<file path="src/rtl/dom_enc_pkg.sv">
// Shared types and helpers for the 3-share DOM encoder: FSM state type,
// default word width and the slicing of the packed randomness word.
package dom_enc_pkg;

  typedef enum logic [1:0] {IDLE, RND, MIX, OUT} state_t;

  localparam int DEFAULT_W = 8;
  // Widest share the rnd slicing helpers support.
  localparam int MAX_W = 64;

  // r0 occupies the low w bits of the randomness word.
  function automatic logic [MAX_W-1:0] rnd_r0(input logic [2*MAX_W-1:0] data, input int w);
    logic [MAX_W-1:0] mask;
    mask = ~({MAX_W{1'b1}} << w);
    return MAX_W'(data & {{MAX_W{1'b0}}, mask});
  endfunction

  // r1 occupies the next w bits above r0.
  function automatic logic [MAX_W-1:0] rnd_r1(input logic [2*MAX_W-1:0] data, input int w);
    logic [MAX_W-1:0] mask;
    mask = ~({MAX_W{1'b1}} << w);
    return MAX_W'((data >> w) & {{MAX_W{1'b0}}, mask});
  endfunction

endpackage

</file>
<file path="src/rtl/dom_share_encoder.sv">
// Producer of 3-share DOM encodings: x -> (x^r0^r1, r0, r1), one mask per stage.
// Optional macro DOM_ENC_FLUSH_EN clears share/secret registers between words.
module dom_share_encoder
  import dom_enc_pkg::*;
#(
  parameter int W     = DEFAULT_W,
  parameter int CNT_W = 16
) (
  input  logic               clk,
  input  logic               rst_n,
  input  logic               in_valid,
  output logic               in_ready,
  input  logic [W-1:0]       in_data,
  input  logic               rnd_valid,
  output logic               rnd_ready,
  input  logic [2*W-1:0]     rnd_data,
  output logic               out_valid,
  input  logic               out_ready,
  output logic [W-1:0]       s0,
  output logic [W-1:0]       s1,
  output logic [W-1:0]       s2,
  output logic [CNT_W-1:0]   enc_cnt
);

`ifdef DOM_ENC_FLUSH_EN
  localparam bit FLUSH = 1'b1;
`else
  localparam bit FLUSH = 1'b0;
`endif

  state_t       state;
  logic [W-1:0] x_q;
  logic [W-1:0] t_q;
  logic [W-1:0] r0;
  logic [W-1:0] r1;

  assign r0 = W'(rnd_r0((2*MAX_W)'(rnd_data), W));
  assign r1 = W'(rnd_r1((2*MAX_W)'(rnd_data), W));

  // NOTE: all state here is sequential, so every assignment is non-blocking;
  // the handshake outputs are registered from the next state so they stay Moore.
  always_ff @(posedge clk or negedge rst_n) begin
    if (!rst_n) begin
      state     <= IDLE;
      in_ready  <= 1'b0;
      rnd_ready <= 1'b0;
      out_valid <= 1'b0;
      x_q       <= '0;
      t_q       <= '0;
      s0        <= '0;
      s1        <= '0;
      s2        <= '0;
      enc_cnt   <= '0;
    end else begin
      case (state)
        IDLE: begin
          in_ready <= 1'b1;
          if (in_ready && in_valid) begin
            x_q       <= in_data;
            in_ready  <= 1'b0;
            rnd_ready <= 1'b1;
            state     <= RND;
          end
        end
        RND: begin
          if (rnd_valid) begin
            // x only ever meets r0 here; r1 joins one register stage later.
            t_q       <= x_q ^ r0;
            s1        <= r0;
            s2        <= r1;
            rnd_ready <= 1'b0;
            state     <= MIX;
            if (FLUSH) x_q <= '0;
          end
        end
        MIX: begin
          s0        <= t_q ^ s2;
          out_valid <= 1'b1;
          state     <= OUT;
        end
        OUT: begin
          if (out_ready) begin
            enc_cnt   <= enc_cnt + CNT_W'(1);
            out_valid <= 1'b0;
            in_ready  <= 1'b1;
            state     <= IDLE;
            if (FLUSH) begin
              s0  <= '0;
              s1  <= '0;
              s2  <= '0;
              x_q <= '0;
              t_q <= '0;
            end
          end
        end
        default: state <= IDLE;
      endcase
    end
  end

endmodule
</file>
<file path="config.mk">
export PLATFORM = sky130hd
export DESIGN_NAME = dom_share_encoder
export DESIGN_NICKNAME = d
export VERILOG_FILES = /design/src/rtl/dom_enc_pkg.sv /design/src/rtl/dom_share_encoder.sv
export SDC_FILE = /design/constraint.sdc
export NUM_CORES = 1
export LEC_CHECK = 0
export ABC_CLOCK_PERIOD_IN_PS = 3900
export BUFFER_PORTS_ARGS = -buffer_cell sky130_fd_sc_hd__buf_4
export CAP_MARGIN = 20
export CORE_ASPECT_RATIO = 2
export CORE_MARGIN = 5
export CORE_UTILIZATION = 50
export CTS_CLUSTER_DIAMETER = 50
export DETAILED_ROUTE_END_ITERATION = 10
export PLACE_DENSITY_LB_ADDON = 0.1
export SYNTH_ARGS = -nofsm -noshare
export SYNTH_HDL_FRONTEND = slang
export SYNTH_SLANG_ARGS = --single-unit
</file>
<file path="constraint.sdc">
create_clock -name clk -period 3.9 [get_ports clk]
set_clock_uncertainty 0.05 [all_clocks]
set_input_delay 0.585 -clock clk [delete_from_list [all_inputs] [get_ports clk]]
set_output_delay 0.585 -clock clk [all_outputs]
set_load 0.01 [all_outputs]
</file>
# Yosys cells after proc, flatten, opt, wreduce, memory -nomap -nowiden
# Index checks and enable logic that the tools add are counted.
# totals
reg_bits,61
latch_bits,0
ramBits,0
mem_bits_ro,0
input_bits,29
out_inout_bits,43
word_cells,43
memories,0
# op_classes
add_sub_neg,1
mul,0
div_mod_pow,0
n_lt_le_gt_ge,0
eq_ne,6
shifts,0
muxes,12
n_bitwise,2
n_reduce_logical,12
# op_table
op,count
$add 16x1->16 const B,1
$xor 8x8->8,2
$reduce_and 2->1,5
$pmux 2 s4,1
$mux 2,3
$ne 2x2->1 const B,3
$pmux 1 s2,3
$reduce_and 3->1,2
$reduce_bool 2->1,3
$mux 1,5
$eq 2x2->1 const B,2
$eq 2x1->1 const B,1
$logic_not 2->1,1
$logic_and 1x1->1,1

# Depth between registers and ports, before layout
# Gate-level depths: netlist of the first run.
# logic_depth
ltp_word,3
ltp_mapped,6

# Worst setup path after synthesis of the first run
# No wires, ideal clock.
# synth_path
path_kind,reg-to-reg
startpoint,reg state[0]
endpoint,reg enc_cnt[11]
t_arrival_ps,1304
path_slack_ps,2420
path_stages_with_launch,6
period_less_slack_ps,1480
path_cell_list,dfrtp_1 ha_1 nand4_1 nor3_2 nand3_1 xnor2_1
# synth_via
elab_chain_len,2
# synth_lines
item,line_no,rtl
"start, declared",dom_share_encoder.sv:31,state_t state;
"start signal, assigned",dom_share_encoder.sv:44,state <= IDLE;
"start signal, assigned",dom_share_encoder.sv:62,state <= RND;
"start signal, assigned",dom_share_encoder.sv:72,state <= MIX;
$eq 2x2->1,dom_share_encoder.sv:55,case (state)
$reduce_and 2->1 (no source line),--,
"end signal, assigned",dom_share_encoder.sv:83,enc_cnt <= enc_cnt + CNT_W'(1);
"end, declared",dom_share_encoder.sv:22,output logic [CNT_W-1:0] enc_cnt
# Every way passes these cells.
# A chain may end at the register's enable or synchronous reset.

# Final worst setup path of the first run
# layout_path
startpoint,reg state[0]
endpoint,reg enc_cnt[15]
# The elaborated chain is that of the path after synthesis.

==> results.yml, run 1 <==
timing:
  period_share_pct: 46.1
  period_minus_slack_ns: 1.80
  setup_tns_ns: 0
  maxSlewHeadroom_pct: 50.3
  setup_violations: 0
  rsz0062_at_grt: "no"
  report.final.hold_viol_count: 0
  slew_viol_final: 0
  max_freq_ghz: 0.557
  worst-slew-pin-transition_ns: 0.745
global_route:
  grt_pass1_vias: 1909
  grt_max_degree: 62
  grt_pass1_wl_microns: 8810
  grtUsageTotal_pct: 17.6
  grt-ovfl-total: 0
  antenna_found_initial: 0
die:
  fp.dieW_microns: 60.5
  rows: 36
  core_area_sq_um: 4910
  die-area_sq_um: 6720
  io_pins: 72
  start_util_pct: 52.0
  die_h_microns: 111
setup_path:
  cp_data_required_time_ns: 4.06
  endpoint_kind: "register"
  arrival_ns: 1.95
  rrSetupSlack_ns: 2.10
  critPathKind: "register to register"
  reg2reg_depth: 5
  critPathMaxFanout: 7
  start_kind: "register"
route:
  num_vias: 1752
  via_per_inst: 5.08
  drt_iter0_drc: 33
  post-route-drc-count: 0
  antenna_left: 0
  firstDrtPassIters: 4
  wl_per_cell_microns: 15.3
  drt-total-wl_microns: 5290
finish:
  drive_gt1_share_pct: 39.9
  multiInputGateArea_sq_um: 978
  fill_cells: 399
  area.sequential_sq_um: 1530
  diodes: 0
  final_cells: 345
  area_delta_synth_final_pct: 33.3
  nets: 317
clock_network:
  htree_levels: 3
  ctsLongestPathBuffers: 2
  clk_latency_ns: 0.32
  clkTransAtPathRegs_ns: 0.06
  cts.repair.resized: 0
  tritoncts: "built"
  cts.sinks: 61
  numCtsBuffers: 9
  clockRootBuffer: "clkbuf_8"
  post_cts_buffers: 0
  cts_hold_buf: 0
power:
  switchingPower_w: 0.000849
  pwr-share-seq_pct: 40.1
  swShare_pct: 31.1
  ir_drop_v: 0.000593
  combinationalPowerShare_pct: 35.3
  power.leakage_nw: 1.63
  p_int_w: 0.00188
  clkPwrFrac_pct: 24.5
  p_per_area_nw_per_um2: 802
synth:
  seq_area_frac_synth_pct: 59.8
  synthTopCellsByCount: "dfrtp_1, mux2_2, xnor2_1"
  yosysMostFrequentCell: "dfrtp_1"
  synth_nets: 239
  synthCells: 205
  syn_area_sq_um: 2550
  syn_area_per_cell_sq_um: 12.5
  synth.area.top_cells: "dfrtp_1, mux2_2, xnor2_1"
  async_flop_share_pct: 100
  ys_types: 24
  synth_flop_cell: "dfrtp_1"
  yosysWarningCount: 0
  synth_edf_count: 0
  ys_seq_elements: 61
  synth_top_area_share_pct: 59.8
  synth.largest_area_cell: "dfrtp_1"
place:
  port_buffers: 71
  dpl.hpwl_microns: 3880
  placed_cells: 328
  gp_congestion: 0.851
status:
  outcome: "finished clean"
min_path:
  hold_path.class: "primary input to asynchronous set/reset pin"
flow_run:
  max_cap_viol_count: 0
## metal layers
layer | vias to the layer above | global-route usage (%) | part of all wire [%]
li1 | 853 | - | -
met1 | 832 | 20.4 | 39
met2 | 58 | 28.5 | 53
met3 | 9 | 4.31 | 6.4
met4 | 0 | 9.99 | 2.0
met5 | - | 0 | 0
## critical path, stage by stage (launching register included)
cell	delay [ns]
dfrtp_1	0.40
ha_1	0.32
nand4_1	0.28
nor3_2	0.34
nand3_1	0.14
xnor2_1	0.15
## cell usage in the layout, fill, tap and decap left out, types with 7 or more instances in the layout
master	instances
buf_4	71
dfrtp_1	61
mux2_2	26
xnor2_1	24
nand2_1	16
nor2_1	13
o21ai_0	11
clkbuf_8	10
a21oi_1	9
inv_1	7
xor2_1	7
## power groups by stage
stage / logic (W) / clock network [W] / registers [W]
2_1_floorplan: 0.000506 / 0 / 0.00114
3_3_place_gp: 0.000931 / 0 / 0.00110
3_5_place_dp: 0.000962 / 0 / 0.00110
4_1_cts: 0.000967 / 0.000686 / 0.00110
5_1_grt: 0.00107 / 0.000716 / 0.00113
6_report: 0.000965 / 0.000670 / 0.00109
## kinds of logic (layout without fill, tap and decap cells)
group                      count (synthesis)  after routing  synth area share [%]
DFF                                       61             61                  59.8
and+or+nand+nor                           46             46                  8.63
xor gates and xnor gates                  31             31                  10.6
muxes                                     26             26                  11.5
AOI/OAI and AO/OA                         24             24                  5.15
buffers and inverters                     12             95                  1.86
adders and majority gates                  5              5                  2.45
## through the flow
step           hold slack (ns)  power, W  util, %  area [sq um]  setup WS, ns
2_1_floorplan            0.239   0.00164        -          2550          2.42
3_3_place_gp             0.417   0.00203     63.9          3140          1.82
4_1_cts                  0.297   0.00275     68.8          3380          1.85
5_1_grt                  0.336   0.00292     69.3          3400          1.98
6_report                 0.279   0.00273     69.3          3400          2.10
3_5_place_dp             0.439   0.00207     63.9          3140          1.81
## state kept, by name, summed over array words and instances (netlist names)
| name | cells |
|---|---|
| s0 | 8 |
| out_valid | 1 |
| s1 | 8 |
| s2 | 8 |
| x_q | 8 |
| enc_cnt | 16 |
| t_q | 8 |
| state | 2 |
| in_ready | 1 |
| rnd_ready | 1 |
## worst paths after layout
check	start	to
max reg2reg	state[0]	enc_cnt[15]
min reg2reg	t_q[7]	t_q[7]
min in group clk	rnd_data[11]	s2[3]
min	rst_n	s2[7]
max in group asynchronous	rst_n	s1[2]
max	state[0]	enc_cnt[15]
## layout make-up
type                       count  share of cell area (%)
multi-input combinational    132                    28.8
inverter                       7                   0.772
sequential                    61                    44.9
tap                           57                    2.10
clock buffer                  12                    4.26
clock inverter                 4                    2.79
timing repair buffer          72                    16.5
(Power assumes the default switching activity.)
==> run 2, diff against run 1 <==
--- a/config.mk
+++ b/config.mk
@@ -5,12 +5,13 @@
 export SDC_FILE = /design/constraint.sdc
 export NUM_CORES = 1
 export LEC_CHECK = 0
-export ABC_CLOCK_PERIOD_IN_PS = 3900
+export ABC_AREA = 1
+export ABC_CLOCK_PERIOD_IN_PS = 1600
 export BUFFER_PORTS_ARGS = -buffer_cell sky130_fd_sc_hd__buf_4
 export CAP_MARGIN = 20
 export CORE_ASPECT_RATIO = 2
 export CORE_MARGIN = 5
-export CORE_UTILIZATION = 50
+export CORE_UTILIZATION = 47
 export CTS_CLUSTER_DIAMETER = 50
 export DETAILED_ROUTE_END_ITERATION = 10
 export PLACE_DENSITY_LB_ADDON = 0.1
==> constraint.sdc (replaced) <==
create_clock -name clk -period 1.6 [get_ports clk]
set_clock_uncertainty 0.05 [all_clocks]
set_input_delay 0.24 -clock clk [delete_from_list [all_inputs] [get_ports clk]]
set_output_delay 0.24 -clock clk [all_outputs]
set_load 0.01 [all_outputs]
==> results.yml, run 2 <==
global_route:
  antenna_found_initial: 0
  grt_pass1_vias: 2196
  grt_max_degree: 33
  grt-ovfl-total: 0
  grt_pass1_wl_microns: 9870
  grtUsageTotal_pct: 16.7
power:
  power.leakage_nw: 1.95
  p_per_area_nw_per_um2: 1830
  clkPwrFrac_pct: 30.5
  combinationalPowerShare_pct: 31.6
  p_int_w: 0.00465
  switchingPower_w: 0.00216
  swShare_pct: 31.8
  pwr-share-seq_pct: 37.9
  ir_drop_v: 0.00147
clock_network:
  clockRootBuffer: "clkbuf_16"
  clkTransAtPathRegs_ns: 0.05
  tritoncts: "built"
  ctsLongestPathBuffers: 2
  numCtsBuffers: 9
  cts.sinks: 61
  htree_levels: 3
  clk_latency_ns: 0.33
setup_path:
  crit_path_start: "state[0]"
  cp_slowest_stage_delay_ns: 0.40
  slowest_stage: "dfrtp_1"
  rrSetupSlack_ns: 0.17
  critPathKind: "register to register"
  cp_data_required_time_ns: 1.77
  critPathMaxFanout: 8
  crit_end: "enc_cnt[10]"
  start_kind: "register"
  path_cells: "ha_2 -> nand2_4 -> clkinv_2 -> nand2_2 -> nor2_4 -> xnor2_1 -> inv_1"
  reg2reg_depth: 7
  endpoint_kind: "register"
  r2r-start: "state[0]"
  reg2reg_to: "enc_cnt[10]"
  arrival_ns: 1.60
finish:
  diodes: 0
  final_cells: 451
  layout_commonest_cell: "nand2_1"
  largest_register_ffs: 16
  area_delta_synth_final_pct: 36.3
  largest_register: "enc_cnt"
  fill_cells: 519
  layout_common_cells: "nand2_1, buf_4, dfrtp_1"
  nets: 419
  drive_gt1_share_pct: 26.4
die:
  die-area_sq_um: 7530
  io_pins: 72
  die_h_microns: 118
  rows: 39
  start_util_pct: 47.8
  core_area_sq_um: 5710
  fp.dieW_microns: 63.9
synth:
  synth.largest_area_cell: "dfrtp_1"
  async_flop_share_pct: 100
  synthTopCellsByCount: "nand2_1, dfrtp_1, inv_1"
  synth_nets: 336
  synth_edf_count: 0
  yosysWarningCount: 0
  ys_types: 24
  ys_seq_elements: 61
  syn_area_per_cell_sq_um: 9.04
  synthCells: 302
  synth.area.top_cells: "dfrtp_1, nand2_1, xnor2_1"
  seq_area_frac_synth_pct: 55.9
  synth_flop_cell: "dfrtp_1"
  synth_top_area_share_pct: 55.9
  syn_area_sq_um: 2730
  yosysMostFrequentCell: "nand2_1"
route:
  num_vias: 2157
  antenna_left: 0
  post-route-drc-count: 0
  wirelength_met1_microns: 2220
  drt-total-wl_microns: 5890
  wl_met2_microns: 3170
  wl_per_cell_microns: 13.1
  drt_iter0_drc: 88
  wl_met3_microns: 329
  firstDrtPassIters: 4
  top_layer: "met4"
  via_per_inst: 4.78
timing:
  max_freq_ghz: 0.698
  maxSlewHeadroom_pct: 72.0
  worst-slew-pin-transition_ns: 0.420
  rsz0062_at_grt: "no"
  period_minus_slack_ns: 1.43
  setup_violations: 0
  period_share_pct: 89.6
  setup_tns_ns: 0
  report.final.hold_viol_count: 0
  slew_viol_final: 0
place:
  port_buffers: 71
  dpl.hpwl_microns: 4560
  placed_cells: 434
  gp_congestion: 0.808
status:
  outcome: "finished clean"
min_path:
  hold_path.class: "primary input to register"
flow_run:
  max_cap_viol_count: 0
[run 2: cell types whose count changed after synthesis, sizes merged, moves of 4 or more]
cell | before | now
inv | 7 | 25
nand2 | 16 | 120
nor2 | 13 | 17
o21ai | 11 | 18
a21oi | 9 | 4
mux2 | 26 | 0
[run 2: worst min path at each step]
stage | from | endpoint | slack [ns] | cells past startpoint
3_5_place_dp | rst_n | enc_cnt[12] | 0.1 | 1
4_1_cts | rnd_data[15] | s2[7] | 0.05 | 3
5_1_grt | rnd_data[9] | s2[1] | 0.06 | 3
2_1_floorplan | rst_n | enc_cnt[0] | -0.11 | 0
6_report | rnd_data[15] | s2[7] | 0.06 | 3
3_3_place_gp | rst_n | enc_cnt[12] | 0.1 | 1
[run 2: critical path: cells and delay by family (launching register included)]
family	cells	cell delay, ns
flip-flops	1	0.40
AND/OR/NAND/NOR	3	0.34
adder cells (fa/ha/maj)	1	0.25
buffers and inverters	2	0.17
XOR/XNOR	1	0.12
[run 2: cell type report]
class / count / area [sq um] / area share (%)
multi-input cells: 209 / 1080 / 29.1
clock inverters: 4 / 70.1 / 1.88
inverters: 27 / 103 / 2.76
repair buffers: 77 / 606 / 16.3
flip-flops and latches: 61 / 1530 / 41.0
well taps: 61 / 76.3 / 2.05
clock buffers: 12 / 256 / 6.89
[run 2: timing repair]
action | CTS | global route
setup buffers | 0 | 0
hold buffers | 1 | 0
hold endpoints to repair | 19 | 0
resized for setup | 0 | 1
setup endpoints to repair | 0 | 1
[run 2: cells by family after synthesis]
logic type	after synthesis	share of synthesized area (%)
AND/OR/NAND/NOR	152	23.8
flip-flops	61	55.9
buffers and inverters	32	4.49
XOR/XNOR	28	8.98
AO/OA/AOI/OAI	24	4.54
adder cells (fa/ha/maj)	5	2.29
[run 2: through the flow]
step / power [W] / worst slack, ns / hold slack, ns / instance area [sq um] / util [%]
2_1_floorplan: 0.00379 / 0.206 / -0.106 / 2730 / -
3_3_place_gp: 0.00475 / 0.168 / 0.0984 / 3380 / 59.3
3_5_place_dp: 0.00480 / 0.115 / 0.0994 / 3380 / 59.3
4_1_cts: 0.00691 / 0.106 / 0.0493 / 3720 / 65.2
5_1_grt: 0.00731 / 0.0304 / 0.0593 / 3720 / 65.2
6_report: 0.00681 / 0.167 / 0.0553 / 3720 / 65.2
[run 2: power by group through the flow]
stage	clock [W]	combinational (W)	sequential, W
final	0.00208	0.00215	0.00258
after global placement	0	0.00215	0.00259
after global routing	0.00221	0.00243	0.00266
after detailed placement	0	0.00219	0.00261
after floorplan	0	0.00110	0.00269
after CTS	0.00212	0.00220	0.00259
[run 2: per-layer routing]
metal	vias up	global-route usage, %
met1	981	17.5
li1	1098	-
met3	12	5.83
met5	-	0
met4	0	8.58
met2	66	28.5
